## config.mk

```make
export PLATFORM = sky130hd
export DESIGN_NAME = retire_unit
export DESIGN_NICKNAME = d
export VERILOG_FILES = /design/src/rtl/retire_unit.sv
export SDC_FILE = /design/constraint.sdc
export NUM_CORES = 1
export LEC_CHECK = 0
export CORE_MARGIN = 2
export CORE_UTILIZATION = 45
export DETAILED_ROUTE_END_ITERATION = 7
export DONT_BUFFER_PORTS = 1
export GPL_TIMING_DRIVEN = 0
export PLACE_DENSITY = 0.7
export REMOVE_ABC_BUFFERS = 1
export SETUP_SLACK_MARGIN = 0.05
export SKIP_CTS_REPAIR_TIMING = 1
export SYNTH_ARGS = -nofsm -noshare
export SYNTH_HDL_FRONTEND = slang
export SYNTH_SLANG_ARGS = --single-unit
```

## constraint.sdc

```tcl
create_clock -name clk -period 3.45 [get_ports clk]
set_clock_uncertainty 0.2 [all_clocks]
set_input_delay 0.5175 -clock clk [delete_from_list [all_inputs] [get_ports clk]]
set_output_delay 0.5175 -clock clk [all_outputs]
set_load 0.01 [all_outputs]
```

## src/rtl/retire_unit.sv

```systemverilog
// Retire/writeback stage: commits ALU/CSR results and aligned load data to the register file.
// Optional INSTRET_COUNTER_EN adds a 64-bit retired-instruction counter; otherwise instret_o is 0.
// Opcodes (4 bits): NOP=0 ADD=1 LB=2 LBU=3 LH=4 LHU=5 LW=6 SB=7 SH=8 SW=9 BEQ=10 BNE=11 CSR=12.
module retire_unit (
  input  logic        clk,
  input  logic        reset,
  input  logic [3:0]  instruction_operation_i,
  input  logic        write_enable_i,
  input  logic [31:0] result_i,
  input  logic [4:0]  rd_i,
  input  logic [1:0]  load_offset_i,
  input  logic        mem_valid_i,
  input  logic [31:0] mem_data_i,
  output logic        regbank_we_o,
  output logic [4:0]  regbank_addr_o,
  output logic [31:0] regbank_data_o,
  output logic        mem_stall_o,
  output logic [63:0] instret_o
);

  localparam logic [3:0] OP_LB  = 4'd2;
  localparam logic [3:0] OP_LBU = 4'd3;
  localparam logic [3:0] OP_LH  = 4'd4;
  localparam logic [3:0] OP_LHU = 4'd5;
  localparam logic [3:0] OP_LW  = 4'd6;

  typedef enum logic {IDLE, WAIT_MEM} state_t;

  state_t      r_state;
  state_t      w_state_next;
  logic        w_is_load;
  logic        w_stall;
  logic        w_commit;
  logic [7:0]  w_byte;
  logic [15:0] w_half;
  logic [31:0] w_wdata;

  assign w_is_load = write_enable_i &&
                     (instruction_operation_i == OP_LB  || instruction_operation_i == OP_LBU ||
                      instruction_operation_i == OP_LH  || instruction_operation_i == OP_LHU ||
                      instruction_operation_i == OP_LW);

  always_ff @(posedge clk) begin
    if (reset) r_state <= IDLE;
    else       r_state <= w_state_next;
  end

  // Stall is held low under reset so upstream is never frozen by a dying load.
  always_comb begin
    w_state_next = r_state;
    w_stall      = 1'b0;
    if (!reset) begin
      case (r_state)
        IDLE: begin
          if (w_is_load && !mem_valid_i) begin
            w_stall      = 1'b1;
            w_state_next = WAIT_MEM;
          end
        end
        WAIT_MEM: begin
          if (mem_valid_i) w_state_next = IDLE;
          else             w_stall      = 1'b1;
        end
        default: w_state_next = IDLE;
      endcase
    end
  end

  assign mem_stall_o = w_stall;
  assign w_commit    = !reset && !w_stall;

  assign w_byte = mem_data_i[8*load_offset_i +: 8];
  assign w_half = load_offset_i[1] ? mem_data_i[31:16] : mem_data_i[15:0];

  always_comb begin
    w_wdata = result_i;
    case (instruction_operation_i)
      OP_LB:   w_wdata = {{24{w_byte[7]}}, w_byte};
      OP_LBU:  w_wdata = {24'd0, w_byte};
      OP_LH:   w_wdata = {{16{w_half[15]}}, w_half};
      OP_LHU:  w_wdata = {16'd0, w_half};
      OP_LW:   w_wdata = mem_data_i;
      default: w_wdata = result_i;
    endcase
  end

  always_ff @(posedge clk) begin
    if (reset) begin
      regbank_we_o   <= 1'b0;
      regbank_addr_o <= 5'd0;
      regbank_data_o <= 32'd0;
    end else begin
      regbank_we_o <= w_commit && write_enable_i && (rd_i != 5'd0);
      if (w_commit) begin
        regbank_addr_o <= rd_i;
        regbank_data_o <= w_wdata;
      end
    end
  end

`ifdef INSTRET_COUNTER_EN
  localparam logic [3:0] OP_SB  = 4'd7;
  localparam logic [3:0] OP_SH  = 4'd8;
  localparam logic [3:0] OP_SW  = 4'd9;
  localparam logic [3:0] OP_BEQ = 4'd10;
  localparam logic [3:0] OP_BNE = 4'd11;

  logic        w_store_branch;
  logic        w_retire;
  logic [63:0] r_instret;

  assign w_store_branch = (instruction_operation_i == OP_SB  || instruction_operation_i == OP_SH ||
                           instruction_operation_i == OP_SW  || instruction_operation_i == OP_BEQ ||
                           instruction_operation_i == OP_BNE);
  assign w_retire = w_commit && (write_enable_i || w_store_branch);

  always_ff @(posedge clk) begin
    if (reset)         r_instret <= 64'd0;
    else if (w_retire) r_instret <= r_instret + 64'd1;
  end

  assign instret_o = r_instret;
`else
  assign instret_o = 64'd0;
`endif

endmodule

```

**Word level (Yosys, flattened, before mapping)**

Index checks and enable logic that the tools add are counted.

- Memories kept: 0
- Output and inout bits: 103
- Bits in writable memories: 0
- Input bits: 79
- Bits in latches: 0
- Word-level logic and storage cells: 30
- Memory bits (read-only): 0
- Register bits after elaboration: 39

- Reductions and logical operators: 13
- $add $sub $neg: 0
- Bitwise operators: 1
- Multiplexer cells: 6
- Eq/ne operators: 5
- $mul: 0
- Order comparisons: 0
- Shifts and indexed selects: 1
- Div/mod/pow operators: 0

Operator list:

| kind | number |
|---|---|
| $pmux 32 s5 | 1 |
| $shiftx 32x6->8 | 1 |
| $mux 16 | 1 |
| $eq 4x3->1 const B | 3 |
| $eq 4x2->1 const B | 2 |
| $logic_and 1x1->1 | 5 |
| $reduce_bool 5->1 | 1 |
| $logic_or 1x1->1 | 4 |
| $logic_not 1->1 | 3 |
| $mux 1 | 3 |
| $pmux 1 s2 | 1 |
| $not 1->1 | 1 |

**Longest topological paths before layout**

- Depth in word-level cells: 14
- Depth in mapped cells: 7
- Mapped depth without buffers: 4

**Worst setup path after synthesis**

Ideal clock, no wire load.

- Path type: input-to-output
- From: input instruction_operation_i[1]
- To: output mem_stall_o
- Path buffers: 1
- Data arrival time: 1517 ps
- Stages: 4
- Slack: 1216 ps
- Required time: 2732 ps
- Cells stage by stage: buf_2 > o21ba_2 > a41oi_1 > nor2_1

- Longest elaborated chain between the ends: 10
- Elaborated cells between the ends (all ways): 14
- Those cells by class: 5 x eq/ne; 3 x mux; 6 x reduce/logical

Ends and longest elaborated chain:

| item | RTL line | source |
|---|---|---|
| start, declared | 7 | `input logic [3:0] instruction_operation_i,` |
| $eq 4x2->1 | 39 | `(instruction_operation_i == OP_LB \|\| instruction_operation_i == OP_LBU \|\|` |
| $logic_or 1x1->1 (2 in series) | 39 |  |
| $logic_or 1x1->1 | 40 | `instruction_operation_i == OP_LH \|\| instruction_operation_i == OP_LHU \|\|` |
| $logic_or 1x1->1 * | 40 |  |
| $logic_and 1x1->1 * | 38 | `assign w_is_load = write_enable_i &&` |
| $logic_and 1x1->1 * | 55 | `if (w_is_load && !mem_valid_i) begin` |
| $mux 1 * | 55 |  |
| $pmux 1 s2 * | 53 | `case (r_state)` |
| $mux 1 * | -- |  |
| end, declared | 17 | `output logic mem_stall_o,` |

Every way passes the cells marked *; elsewhere a longest branch is shown, timed or not.

**Worst setup path in the final report**

- From: input instruction_operation_i[2]
- To: output mem_stall_o

Same word-level chain as after synthesis.

==> flow_metrics.env <==
export IMPL_outcome="completed"
export IMPL_routabilityCongestion=0.884
export IMPL_groute_usage_overall_pct=20.2
export IMPL_sequential_cell_area_fraction_in_the_yosys_report_pct=25.1
export IMPL_detailedPlacementHpwl_um=5750
export IMPL_via_per_inst=5.96
export IMPL_finish_net_count=401
export IMPL_numCtsBuffers=5
export IMPL_num_fill_cells=677
export IMPL_yosysUniqueCellTypes=41
export IMPL_compound_gate_fraction_of_synth_area_pct=29.1
export IMPL_drt_total_wl_um=7760
export IMPL_stdcell_area_mm2=0.00291
export IMPL_maxSlewViolCount=0
export IMPL_flow_area_growth_from_synthesis_pct=-6.63
export IMPL_numClockSinks=39
export IMPL_effective_utilization_at_floorplan_pct=46.1
export IMPL_setup_violations=0
export IMPL_post_synth_instance_area_mm2=0.00311
export IMPL_synth_top_cell_area_share_pct=25.1
export IMPL_post_route_cells_drive_above_1_share_pct=12.7
export IMPL_grt_pass1_vias=2154
export IMPL_holdWs_ns=0.0986
export IMPL_routed_wire_per_std_cell_um=19.3
export IMPL_worstHoldPathType="input port to register"
export IMPL_main_combinational_cell_family_by_area_after_synthesis="compound AO/OA/AOI/OAI gates"
export IMPL_postPlaceCellArea_mm2=0.00283
export IMPL_drt_initial_drc_count=169
export IMPL_fraction_of_the_mapped_netlist_area_in_simple_logic_gates_pct=14.5
export IMPL_drc=0
export IMPL_worst_case_clock_buffer_depth=2
export IMPL_chain_of_cells_forming_the_critical_path="o21ba_2, a41oi_1, nor2_1"
export IMPL_yosys_area_top_type="dfxtp_1"
export IMPL_clkSlewWorstSetupHoldPaths_ns=0.08
export IMPL_grt_antenna_before_repair=0
export IMPL_portBuffers=0
export IMPL_static_leakage_power_nw=1.16
export IMPL_io_pins=182
export IMPL_ys_seq_elements=39
export IMPL_diodes=0
export IMPL_drt_pass1_iterations=4
export IMPL_power_per_cell_area_mw_per_mm2=364
export IMPL_critical_path_max_fanout=14
export IMPL_rows=30
export IMPL_area_of_the_die_mm2=0.00760
export IMPL_worstSetupStartpointType="input port"
export IMPL_fp_dieH_um=87.2
export IMPL_cp_top_family="compound AO/OA/AOI/OAI gates"
export IMPL_vdd_ir_drop_max_uv=120
export IMPL_tritoncts_clock_tree="built"
export IMPL_cp_end_kind="output port"
export IMPL_slew_worst_pin_ns=1.20
export IMPL_synth_area_mux_share_pct=8.80
export IMPL_critical_path_class="input port to output port"
export IMPL_max_clock_freq_mhz=350
export IMPL_post_syn_instances=346
export IMPL_cp_arrival_ns=2.14
export IMPL_slowest_delay_ns=0.94
export IMPL_period_share_pct=82.8
export IMPL_final_min_clock_period_ns=2.86
export IMPL_avgSynthCellArea_um2=9.00
export IMPL_cts_root_buffer="clkbuf_8"
export IMPL_cp_required_ns=2.73
export IMPL_timing_hold_violations_final=0
export IMPL_timing_critical_path_slowest_stage_cell="a41oi_1"
export IMPL_timing_slew_headroom_pct=19.3
export IMPL_worst_skew_pair_late_latency_ns=0.30
export IMPL_grt_overflow=0
export IMPL_cts_htree_levels=2
export IMPL_die_x_um=87.2
export IMPL_netlist_top_cells_area="dfxtp_1 25%, buf_4 16%, mux4_2 5.8%, o32ai_2 5.2%, o41ai_2 5.2%"
export IMPL_max_cap_violations=0
export IMPL_grt_pass1_wl_um=11700
export IMPL_yosys_warnings=0
export IMPL_dr_total_vias=2401
export IMPL_finalSetupTns_ns=0
export IMPL_coreArea_mm2=0.00676
export IMPL_detail_route_antenna_nets=0
export IMPL_grt_start_max_net_pins=49
export IMPL_adder_and_majority_gate_portion_of_the_synthesized_area_pct=0
export IMPL_grt_setup_unrepaired="no"
export IMPL_synthXorXnorAreaFrac_pct=0
export IMPL_cp_buffers_inverters=0
==> cell usage in the layout (no fill, tap or decap), drive strengths merged <==
cell type,count
clkinv,1
nand3b,17
clkbuf,7
conb,64
nor3b,1
o41ai,16
a222oi,7
a2bb2oi,8
or4b,1
o2bb2ai,8
or4,1
dfxtp,39
a211o,1
nor2,26
o21ba,1
a21oi,14
mux4,8
nand2b,4
a41o,1
o22ai,8
mux2i,9
nor3,17
nand4bb,1
a211oi,9
a41oi,1
inv,19
nand2,11
nor2b,1
nand3,1
and2,2
a2111oi,1
o32ai,17
nor4b,1
==> final cells by class <==
type,count,area [um2],share of cell area (%)
Clock buffer,7,76.3,2.63
Clock inverter,1,5.00,0.172
Inverter,19,71.3,2.45
Multi-Input combinational cell,257,1870,64.4
Sequential cell,39,781,26.9
Tap cell,80,100,3.44
==> worst register-to-register path, delay by kind of cell, from the launching register on <==
kind            cells  cell delay [ns]
compound gates      2             1.14
simple gates        2             0.59
flops               1             0.30
==> cell families (layout without fill, tap and decap cells) <==
| kind of cell | Yosys count | count (layout) |
|---|---|---|
| AOI/OAI and AO/OA | 92 | 92 |
| buffers and inverters | 113 | 27 |
| DFF | 39 | 39 |
| muxes | 17 | 17 |
| other | 1 | 64 |
| and+or+nand+nor | 84 | 84 |
==> path summary, 6_finish.rpt <==
check / end / slack (ns) / cells past startpoint / start
worst max-delay path: mem_stall_o / 0.59 / 3 / instruction_operation_i[2]
worst min-delay path: regbank_data_o[1]$_SDFFE_PP0P_ / 0.1 / 1 / reset
worst max register to register: regbank_data_o[8]$_SDFFE_PP0P_ / 1.11 / 4 / r_state$_DFF_P_
worst min register to register: regbank_addr_o[4]$_SDFFE_PP0P_ / 0.30 / 2 / regbank_addr_o[4]$_SDFFE_PP0P_
==> registers in the layout, indices dropped and copies added (netlist names) <==
| name | flops |
|---|---|
| regbank_addr_o | 5 |
| r_state | 1 |
| regbank_data_o | 32 |
| regbank_we_o | 1 |
==> where the power goes <==
part | internal (W) | switching [W]
combinational | 0.0000885 | 0.000126
clock | 0.000142 | 0.000166
sequential | 0.000490 | 0.0000450
==> stage by stage <==
stage / cells / utilization, % / total power [W] / worst slack, ns
after floorplan: 315 / - / 0.000721 / 0.981
after global placement: 395 / 41.8 / 0.000754 / 0.548
after detailed placement: 395 / 41.8 / 0.000760 / 0.575
after CTS: 403 / 43.0 / 0.00107 / 0.571
after global routing: 403 / 43.0 / 0.00112 / 0.421
final: 403 / 43.0 / 0.00106 / 0.595
==> synthesized netlist by cell type, drive strengths merged <==
cell	n
buf	81
dfxtp	39
nor2	26
inv	19
nand3b	17
nor3	17
o32ai	17
o41ai	16
a21oi	14
clkbuf	13
nand2	11
a211oi	9
mux2i	9
a2bb2oi	8
mux4	8
o22ai	8
o2bb2ai	8
a222oi	7
nand2b	4
and2	2
a2111oi	1
a211o	1
a41o	1
a41oi	1
conb	1
nand3	1
nand4bb	1
nor2b	1
nor3b	1
nor4b	1
o21ba	1
or4	1
or4b	1
==> layer usage <==
layer / share of wire (%) / global-route usage, % / vias up
li1: - / - / 1113
met1: 38 / 22.6 / 1146
met2: 49 / 33.1 / 127
met3: 10 / 8.72 / 15
met4: 2.7 / 9.37 / 0
met5: 0 / 0 / -
No activity file was read; power rests on OpenSTA's default activity.
